===== config.mk =====
export PLATFORM = sky130hd
export DESIGN_NAME = tag_overflow_buffer_flat
export DESIGN_NICKNAME = d
export VERILOG_FILES = /design/src/rtl/tag_overflow_buffer_if.sv /design/src/rtl/tag_overflow_buffer.sv /design/src/flat_wrapper.sv
export SDC_FILE = /design/constraint.sdc
export NUM_CORES = 1
export LEC_CHECK = 0
export BUFFER_PORTS_ARGS = -buffer_cell sky130_fd_sc_hd__buf_2
export CORE_MARGIN = 8
export CORE_UTILIZATION = 55
export CTS_CLUSTER_DIAMETER = 200
export DETAILED_ROUTE_END_ITERATION = 8
export HOLD_SLACK_MARGIN = 0.1
export PLACE_DENSITY = 0.73
export SETUP_SLACK_MARGIN = 0.5
export SYNTH_ARGS = -nofsm -noshare
export SYNTH_HDL_FRONTEND = slang
export SYNTH_SLANG_ARGS = --single-unit

===== constraint.sdc =====
create_clock -name clk -period 5.3 [get_ports clk]
set_input_delay 0.53 -clock clk [delete_from_list [all_inputs] [get_ports clk]]
set_output_delay 0.53 -clock clk [all_outputs]
set_load 0.02 [all_outputs]

===== src/rtl/tag_overflow_buffer_if.sv =====
// Tag overflow buffer bus interface.
// Groups the tagger write side and the consumer read side:
//   in_enable/in_data/in_full        tagger write strobe, tag word, backpressure
//   out_valid/out_data/out_ready     first-word-fall-through read handshake
//   drop_total                       saturating count of dropped tag words
// master: the environment (tagger and consumer); slave: the buffer.
interface tag_overflow_buffer_if;
   logic        in_enable;
   logic [31:0] in_data;
   logic        in_full;
   logic        out_valid;
   logic [31:0] out_data;
   logic        out_ready;
   logic [31:0] drop_total;

   modport master (
      output in_enable, in_data, out_ready,
      input  in_full, out_valid, out_data, drop_total
   );

   modport slave (
      input  in_enable, in_data, out_ready,
      output in_full, out_valid, out_data, drop_total
   );
endinterface


===== src/rtl/tag_overflow_buffer.sv =====
// Tag overflow buffer: a first-word-fall-through FIFO of 2^DEPTH_LOG2 32-bit tag words
// between the tagger and a consumer. Words that arrive while the FIFO is full are
// dropped and counted. After the first drop the buffer enters a loss state in which
// every incoming word is dropped until a slot frees up, so no tag can overtake the
// loss record.
//
// Optional feature: define TAG_OVERFLOW_MARKER_EN to write a loss record
// {16'hFFFF, loss_count} into the FIFO when leaving the loss state. Without it the
// loss state is still left the same way but no FIFO slot is consumed.
//
// Ports:
//   clk   rising-edge clock of the tagger domain
//   rst   synchronous active-high reset (control state only, storage is not cleared)
//   bus   tag_overflow_buffer_if.slave: write strobe/data/full, read valid/data/ready,
//         drop_total
module tag_overflow_buffer #(
   parameter int unsigned DEPTH_LOG2 = 4
) (
   input  logic                        clk,
   input  logic                        rst,
   tag_overflow_buffer_if.slave        bus
);

   localparam int unsigned Depth = 1 << DEPTH_LOG2;
   localparam int unsigned CntW  = DEPTH_LOG2 + 1;

   typedef enum logic [0:0] {StNormal, StLoss} state_e;

   state_e                state_q, state_d;
   logic [CntW-1:0]       count_q, count_d;
   logic [DEPTH_LOG2-1:0] wptr_q, wptr_d;
   logic [DEPTH_LOG2-1:0] rptr_q, rptr_d;
   logic [15:0]           loss_q, loss_d;
   logic [31:0]           drop_q, drop_d;
   logic [31:0]           mem_q [Depth];

   logic        full;
   logic        pop;
   logic        we;
   logic        drop;
   logic [31:0] wdata;
   logic [15:0] loss_inc;

   // Full is taken from the registered occupancy only, so a same-cycle pop never
   // opens the door for a push.
   assign full = (count_q == CntW'(Depth));

   always_comb begin
      pop      = (count_q != '0) && bus.out_ready;
      we       = 1'b0;
      drop     = 1'b0;
      wdata    = bus.in_data;
      state_d  = state_q;
      loss_d   = loss_q;
      loss_inc = (loss_q == 16'hFFFF) ? loss_q : loss_q + 16'd1;

      unique case (state_q)
         StNormal: begin
            if (bus.in_enable) begin
               if (full) begin
                  drop    = 1'b1;
                  loss_d  = loss_inc;
                  state_d = StLoss;
               end else begin
                  we = 1'b1;
               end
            end
         end
         StLoss: begin
            drop = bus.in_enable;
            if (!full) begin
               // A word arriving in the exit cycle is still dropped and is part of
               // the reported count.
`ifdef TAG_OVERFLOW_MARKER_EN
               we    = 1'b1;
               wdata = {16'hFFFF, (bus.in_enable ? loss_inc : loss_q)};
`endif
               loss_d  = '0;
               state_d = StNormal;
            end else if (bus.in_enable) begin
               loss_d = loss_inc;
            end
         end
         default: state_d = StNormal;
      endcase

      drop_d  = (drop && (drop_q != 32'hFFFF_FFFF)) ? drop_q + 32'd1 : drop_q;
      wptr_d  = we  ? wptr_q + DEPTH_LOG2'(1) : wptr_q;
      rptr_d  = pop ? rptr_q + DEPTH_LOG2'(1) : rptr_q;
      count_d = count_q + CntW'(we) - CntW'(pop);
   end

   always_ff @(posedge clk) begin
      if (rst) begin
         state_q <= StNormal;
         count_q <= '0;
         wptr_q  <= '0;
         rptr_q  <= '0;
         loss_q  <= '0;
         drop_q  <= '0;
      end else begin
         state_q <= state_d;
         count_q <= count_d;
         wptr_q  <= wptr_d;
         rptr_q  <= rptr_d;
         loss_q  <= loss_d;
         drop_q  <= drop_d;
      end
   end

   // Storage has no reset; only the control state above is cleared.
   always_ff @(posedge clk) begin
      if (we && !rst) begin
         mem_q[wptr_q] <= wdata;
      end
   end

   assign bus.in_full    = full;
   assign bus.out_valid  = (count_q != '0);
   assign bus.out_data   = mem_q[rptr_q];
   assign bus.drop_total = drop_q;

endmodule

===== src/flat_wrapper.sv =====
// flat-port wrapper written by rule: the top's interface ports become plain ports
module tag_overflow_buffer_flat 
#(
   parameter int unsigned DEPTH_LOG2 = 4
)
  (clk, rst, bus_in_enable, bus_in_data, bus_out_ready, bus_in_full, bus_out_valid, bus_out_data, bus_drop_total);
  tag_overflow_buffer_if bus_i ();
  input  logic clk;
  input  logic rst;
  input wire logic [$bits(bus_i.in_enable)-1:0] bus_in_enable;
  input wire logic [$bits(bus_i.in_data)-1:0] bus_in_data;
  input wire logic [$bits(bus_i.out_ready)-1:0] bus_out_ready;
  output wire logic [$bits(bus_i.in_full)-1:0] bus_in_full;
  output wire logic [$bits(bus_i.out_valid)-1:0] bus_out_valid;
  output wire logic [$bits(bus_i.out_data)-1:0] bus_out_data;
  output wire logic [$bits(bus_i.drop_total)-1:0] bus_drop_total;
  assign bus_i.in_enable = bus_in_enable;
  assign bus_i.in_data = bus_in_data;
  assign bus_i.out_ready = bus_out_ready;
  assign bus_in_full = bus_i.in_full;
  assign bus_out_valid = bus_i.out_valid;
  assign bus_out_data = bus_i.out_data;
  assign bus_drop_total = bus_i.drop_total;
  tag_overflow_buffer #(.DEPTH_LOG2(DEPTH_LOG2)) u_core (.clk(clk), .rst(rst), .bus(bus_i));
endmodule

After elaboration in Yosys (flattened, before gate mapping)
Memories as Yosys holds them, arrays and structs flattened. A register that Yosys moved wholly into a read port is not among the register bits.
Cells that the tools add are included.
Widths: inputs -> output; s select.
{"block": "totals", "register_bits": 46, "ram_bits": 512, "in_bits": 36, "out_inout_bits": 66, "wordCells": 30, "memories": 1}
{"block": "op_classes", "n_addsub": 5, "eq_ne": 2, "n_mux": 11, "bitwise_logic": 1, "reduce_logical": 5}
{"name": "u_core.mem_q", "depth": 16, "word_bits": 32, "read_ports": 1, "rd_ports_with_merged_regs": 1, "write_ports": 1, "line": "tag_overflow_buffer.sv:35", "rtl": "logic [31:0] mem_q [Depth];"}
{"operator": "$add 32x1->32 const B", "n": 1}
{"operator": "$ne 32x32->1 const B", "n": 1}
{"operator": "$add 4x1->4 const B", "n": 2}
{"operator": "$mux 4", "n": 2}
{"operator": "$mux 1", "n": 7}
{"operator": "$add 5x1->5", "n": 1}
{"operator": "$eq 5x5->1 const B", "n": 1}
{"operator": "$reduce_bool 5->1", "n": 1}
{"operator": "$sub 5x1->5", "n": 1}
{"operator": "$pmux 1 s2", "n": 2}
{"operator": "$logic_and 1x1->1", "n": 3}
{"operator": "$logic_not 1->1", "n": 1}
{"operator": "$not 1->1", "n": 1}

Longest topological paths before layout
{"block": "depth", "ltp_word": 7, "mapped_depth": 13, "ltp_nobuf": 12}

Worst setup path before layout
Ideal clock, no wire load.
{"block": "synth_path", "kind": "register -> register", "start": "register u_core.count_q[2]", "end": "memory u_core.mem_q[3][0] (enable)", "t_arrival_ps": 2900, "t_required_ps": 4879, "path_slack_ps": 1979, "stages_incl_launch_ff": 8, "synth_period_minus_slack_ps": 3321, "path_cell_list": "dfxtp_1 inv_1 ha_1 and4bb_1 buf_4 nor3b_2 nand2_1 nor2_1"}
{"block": "synth_between", "elab_chain_cells": 7}
{"item": "start, declared", "line": "tag_overflow_buffer.sv:30", "rtl": "logic [CntW-1:0] count_q, count_d;"}
{"item": "start signal, assigned", "line": "tag_overflow_buffer.sv:103", "rtl": "count_q <= count_d;"}
{"item": "$eq 5x5->1", "line": "tag_overflow_buffer.sv:46", "rtl": "assign full = (count_q == CntW'(Depth));"}
{"item": "named net bus_in_full", "line": "flat_wrapper.sv:13", "rtl": "output wire logic [$bits(bus_i.in_full)-1:0] bus_in_full;"}
{"item": "$mux 1", "line": "tag_overflow_buffer.sv:60", "rtl": "if (full) begin"}
{"item": "$mux 1", "line": "tag_overflow_buffer.sv:59", "rtl": "if (bus.in_enable) begin"}
{"item": "$mux 1", "line": "tag_overflow_buffer.sv:57", "rtl": "unique case (state_q)"}
{"item": "$logic_and 1x1->1", "line": "tag_overflow_buffer.sv:113", "rtl": "if (we && !rst) begin"}
{"item": "$mux 1", "line": "tag_overflow_buffer.sv:113"}
{"item": "$mux 1 (not written as such)", "line": "tag_overflow_buffer.sv:114", "rtl": "mem_q[wptr_q] <= wdata;"}
{"item": "end, declared", "line": "tag_overflow_buffer.sv:35"}
The timed path passes the listed nets, and every way through them passes these cells.

==> results_dict.tcl <==
set metrics [dict create \
    slowest_delay_ps 830 \
    synth-warning-count 0 \
    cts_max_path_buffers 3 \
    synth_edf_count 512 \
    grt_start_max_net_pins 77 \
    port_buffers 101 \
    p_sw_share_pct 24.58 \
    synth_most_common_cell "edfxtp_1" \
    fp.dieH_um 214.2 \
    ys_top_cells_by_area "edfxtp_1 (71%), mux4_2 (17%), dfxtp_1 (4.6%)" \
    die_area_um2 45870 \
    grt_pass1_vias 10820 \
    area_growth_pct 14.27 \
    met1_usage_pct 26.69 \
    start_util_pct 55.77 \
    drv_cap 0 \
    power_switching_mw 2.643 \
    rsz0062_at_grt "no" \
    vias 10310 \
    power.density_nw_per_um2 435.6 \
    path_cells "buf_12 > mux4_2 > mux4_2 > buf_2" \
    grt.overflow.total 0 \
    p_clk_share_pct 35.7 \
    comb_power_share_pct 17.0 \
    worst_pin_slew_ps 1043 \
    crit_arrival_ps 3230 \
    drt_pass1_iterations 4 \
    die_w_um 214.2 \
    synth_cells 998 \
    worst_setup_path_start_kind "flip-flop" \
    synth.distinct_cells 43 \
    grt_busiest_layer "met2" \
    gp_congestion 0.7750 \
    fmax_mhz 265.9 \
    boundaryPins 102 \
    wl_um 45060 \
    post_cts_resized 0 \
    placed_area_um2 22910 \
    hold_viol 0 \
    status "finished, final reports clean" \
    synthTopCellsByCount "edfxtp_1 (512), mux4_2 (160), nor2_1 (64)" \
    post_cts_buffers 0 \
    synth_area_um2 21600 \
    use_met2_pct 32.06 \
    cp_max_fo 48 \
    drt_iter0_markers 1029 \
    min_period_ps 3761 \
    grtUsageTotal_pct 19.59 \
    synth_seq_cells 562 \
    crit_path_end_kind "primary output" \
    slew_headroom_pct 30.33 \
    path_buf_inv 2 \
    drv_slew 0 \
    yosys_most_used_dff "edfxtp_1" \
    ctsHoldBuffers 0 \
    diodes 0 \
    synth_largest_area_cell "edfxtp_1" \
    wl_per_cell_um 26.60 \
    grt_pass1_wl_um 68010 \
    final_nets 1183 \
    dp_hpwl_um 24700 \
    crit_required_ps 4770 \
    use_met3_pct 3.794 \
    cts_root_buf "clkbuf_16" \
    antenna_found_initial 2 \
    crit_family "multiplexers" \
    synth.avg_cell_area_um2 21.65 \
    p_leak_nw 7.770 \
    power_frac_seq_pct 47.3 \
    viasPerCell 6.084 \
    drc 0 \
    async_flop_share_pct 0 \
    synth_nets 1047 \
    cts_tree "yes" \
    layout-drive-gt1-share_pct 33.33 \
    hold_path.class "input port to flip-flop" \
    clk_pin_slew_ps 70 \
    ant_nets 0 \
    fin_crit_sh_pct 70.96 \
    p_int_mw 8.109 \
    fin_area_um2 24680 \
    insertion_delay_ps 600 \
    final.setup_skew_ps 22.43 \
    numCtsBuffers 54 \
    fin_tns_setup_ps 0 \
    critPathKind "flip-flop to primary output" \
    slowest_stage "dfxtp_4" \
    ys_seq_area_share_pct 75.81 \
    synth_top_area_share_pct 71.17 \
    core_um2 38740 \
    clock_sinks 562 \
    crit_top_cell "mux4_2" \
    finalSetupViolCount 0 \
    htreeDepth 2 \
    ir_drop_v 0.0002396 \
    rows 72 \
]
==> power by group through the flow <==
stage / Combinational [mW] / Clock, mW / Sequential [mW]
detailed placement: 1.86 / 0 / 5.19
finish: 1.82 / 3.84 / 5.09
global route: 1.96 / 4.06 / 5.11
CTS: 1.87 / 3.90 / 5.10
global placement: 1.84 / 0 / 5.19
floorplan: 1.46 / 0 / 5.06
==> worst reg2reg max path, delay by kind of cell, from the launching register on <==
family / cells / cell delay (ps)
adder cells (fa/ha/maj): 1 / 180
buffers and inverters: 2 / 500
flip-flops: 1 / 340
AND/OR/NAND/NOR: 4 / 2000
==> routing by layer <==
metal  share of wire [%]  routed length (um)
met1                  41               18660
met2                  50               22450
met3                 6.5                2938
met4                 2.2                 984
met5               0.060                  27
==> through the flow <==
| step | utilization, % | total power, mW | instances | setup slack [ps] | hold WS [ps] |
|---|---|---|---|---|---|
| global route | 63.72 | 11.13 | 1694 | 1327 | 286.8 |
| detailed placement | 59.13 | 7.052 | 1596 | 1918 | 524.1 |
| floorplan | - | 6.524 | 998 | 1979 | 484.7 |
| global placement | 59.13 | 7.033 | 1596 | 1992 | 503.8 |
| finish | 63.72 | 10.75 | 1694 | 1539 | 298.2 |
| CTS | 63.72 | 10.87 | 1694 | 1427 | 256.0 |
==> logic make-up (layout without fill, tap and decap cells) <==
logic type,count (synthesis),after routing,synth area share [%]
flip-flops,562,562,75.81
multiplexers,165,165,16.92
AND/OR/NAND/NOR,147,147,3.406
buffers and inverters,57,235,1.124
XOR/XNOR,35,35,1.419
AO/OA/AOI/OAI,19,19,0.5387
adder cells (fa/ha/maj),13,13,0.7877
==> layout by cell type (no fill, tap or decap), drive strengths merged, types with 2 or more instances in the layout <==
| cell type | synthesis | final |
|---|---|---|
| a21oi | 8 | 8 |
| and2 | 4 | 4 |
| and3 | 3 | 3 |
| buf | 17 | 125 |
| bufinv | 0 | 6 |
| clkbuf | 28 | 64 |
| clkinv | 0 | 23 |
| clkinvlp | 0 | 5 |
| dfxtp | 50 | 50 |
| edfxtp | 512 | 512 |
| ha | 12 | 12 |
| inv | 12 | 12 |
| mux2i | 4 | 4 |
| mux4 | 160 | 160 |
| nand2 | 18 | 18 |
| nand3 | 11 | 11 |
| nand3b | 2 | 2 |
| nand4 | 14 | 14 |
| nor2 | 64 | 64 |
| nor2b | 3 | 3 |
| nor3 | 8 | 8 |
| nor3b | 2 | 2 |
| nor4 | 9 | 9 |
| o21ai | 5 | 5 |
| or3 | 5 | 5 |
| xnor2 | 23 | 23 |
| xor2 | 12 | 12 |
==> cell type report <==
| cell class | instances | area (um2) |
|---|---|---|
| clock inverters | 34 | 349.1 |
| clock buffers | 64 | 1430 |
| multi-input cells | 379 | 5104 |
| inverters | 12 | 45.04 |
| repair buffers | 125 | 723.2 |
| flip-flops and latches | 562 | 16390 |
| fillers | 2661 | 14050 |
| well taps | 518 | 648.1 |
==> worst paths after layout <==
check / startpoint / slack, ps / endpoint / cells past startpoint
worst max-delay path: flip-flop / 1540 / bus_out_data[10] / 4
worst max register to register: u_core.count_q[3] / 1970 / u_core.mem_q[13][20] / 7
worst min-delay path: bus_in_data[28] / 300 / u_core.mem_q[11][28] / 1
worst min register to register: u_core.rptr_q[3] / 540 / flip-flop / 2
==> state kept, by name, summed over array words and instances, names as in the netlist, named ones only <==
| name | flops |
|---|---|
| u_core.count_q | 5 |
| u_core.bus.drop_total | 32 |
| u_core.state_q | 1 |
| u_core.mem_q | 512 |
| u_core.wptr_q | 4 |
| u_core.rptr_q | 4 |
(Power assumes the default switching activity.)
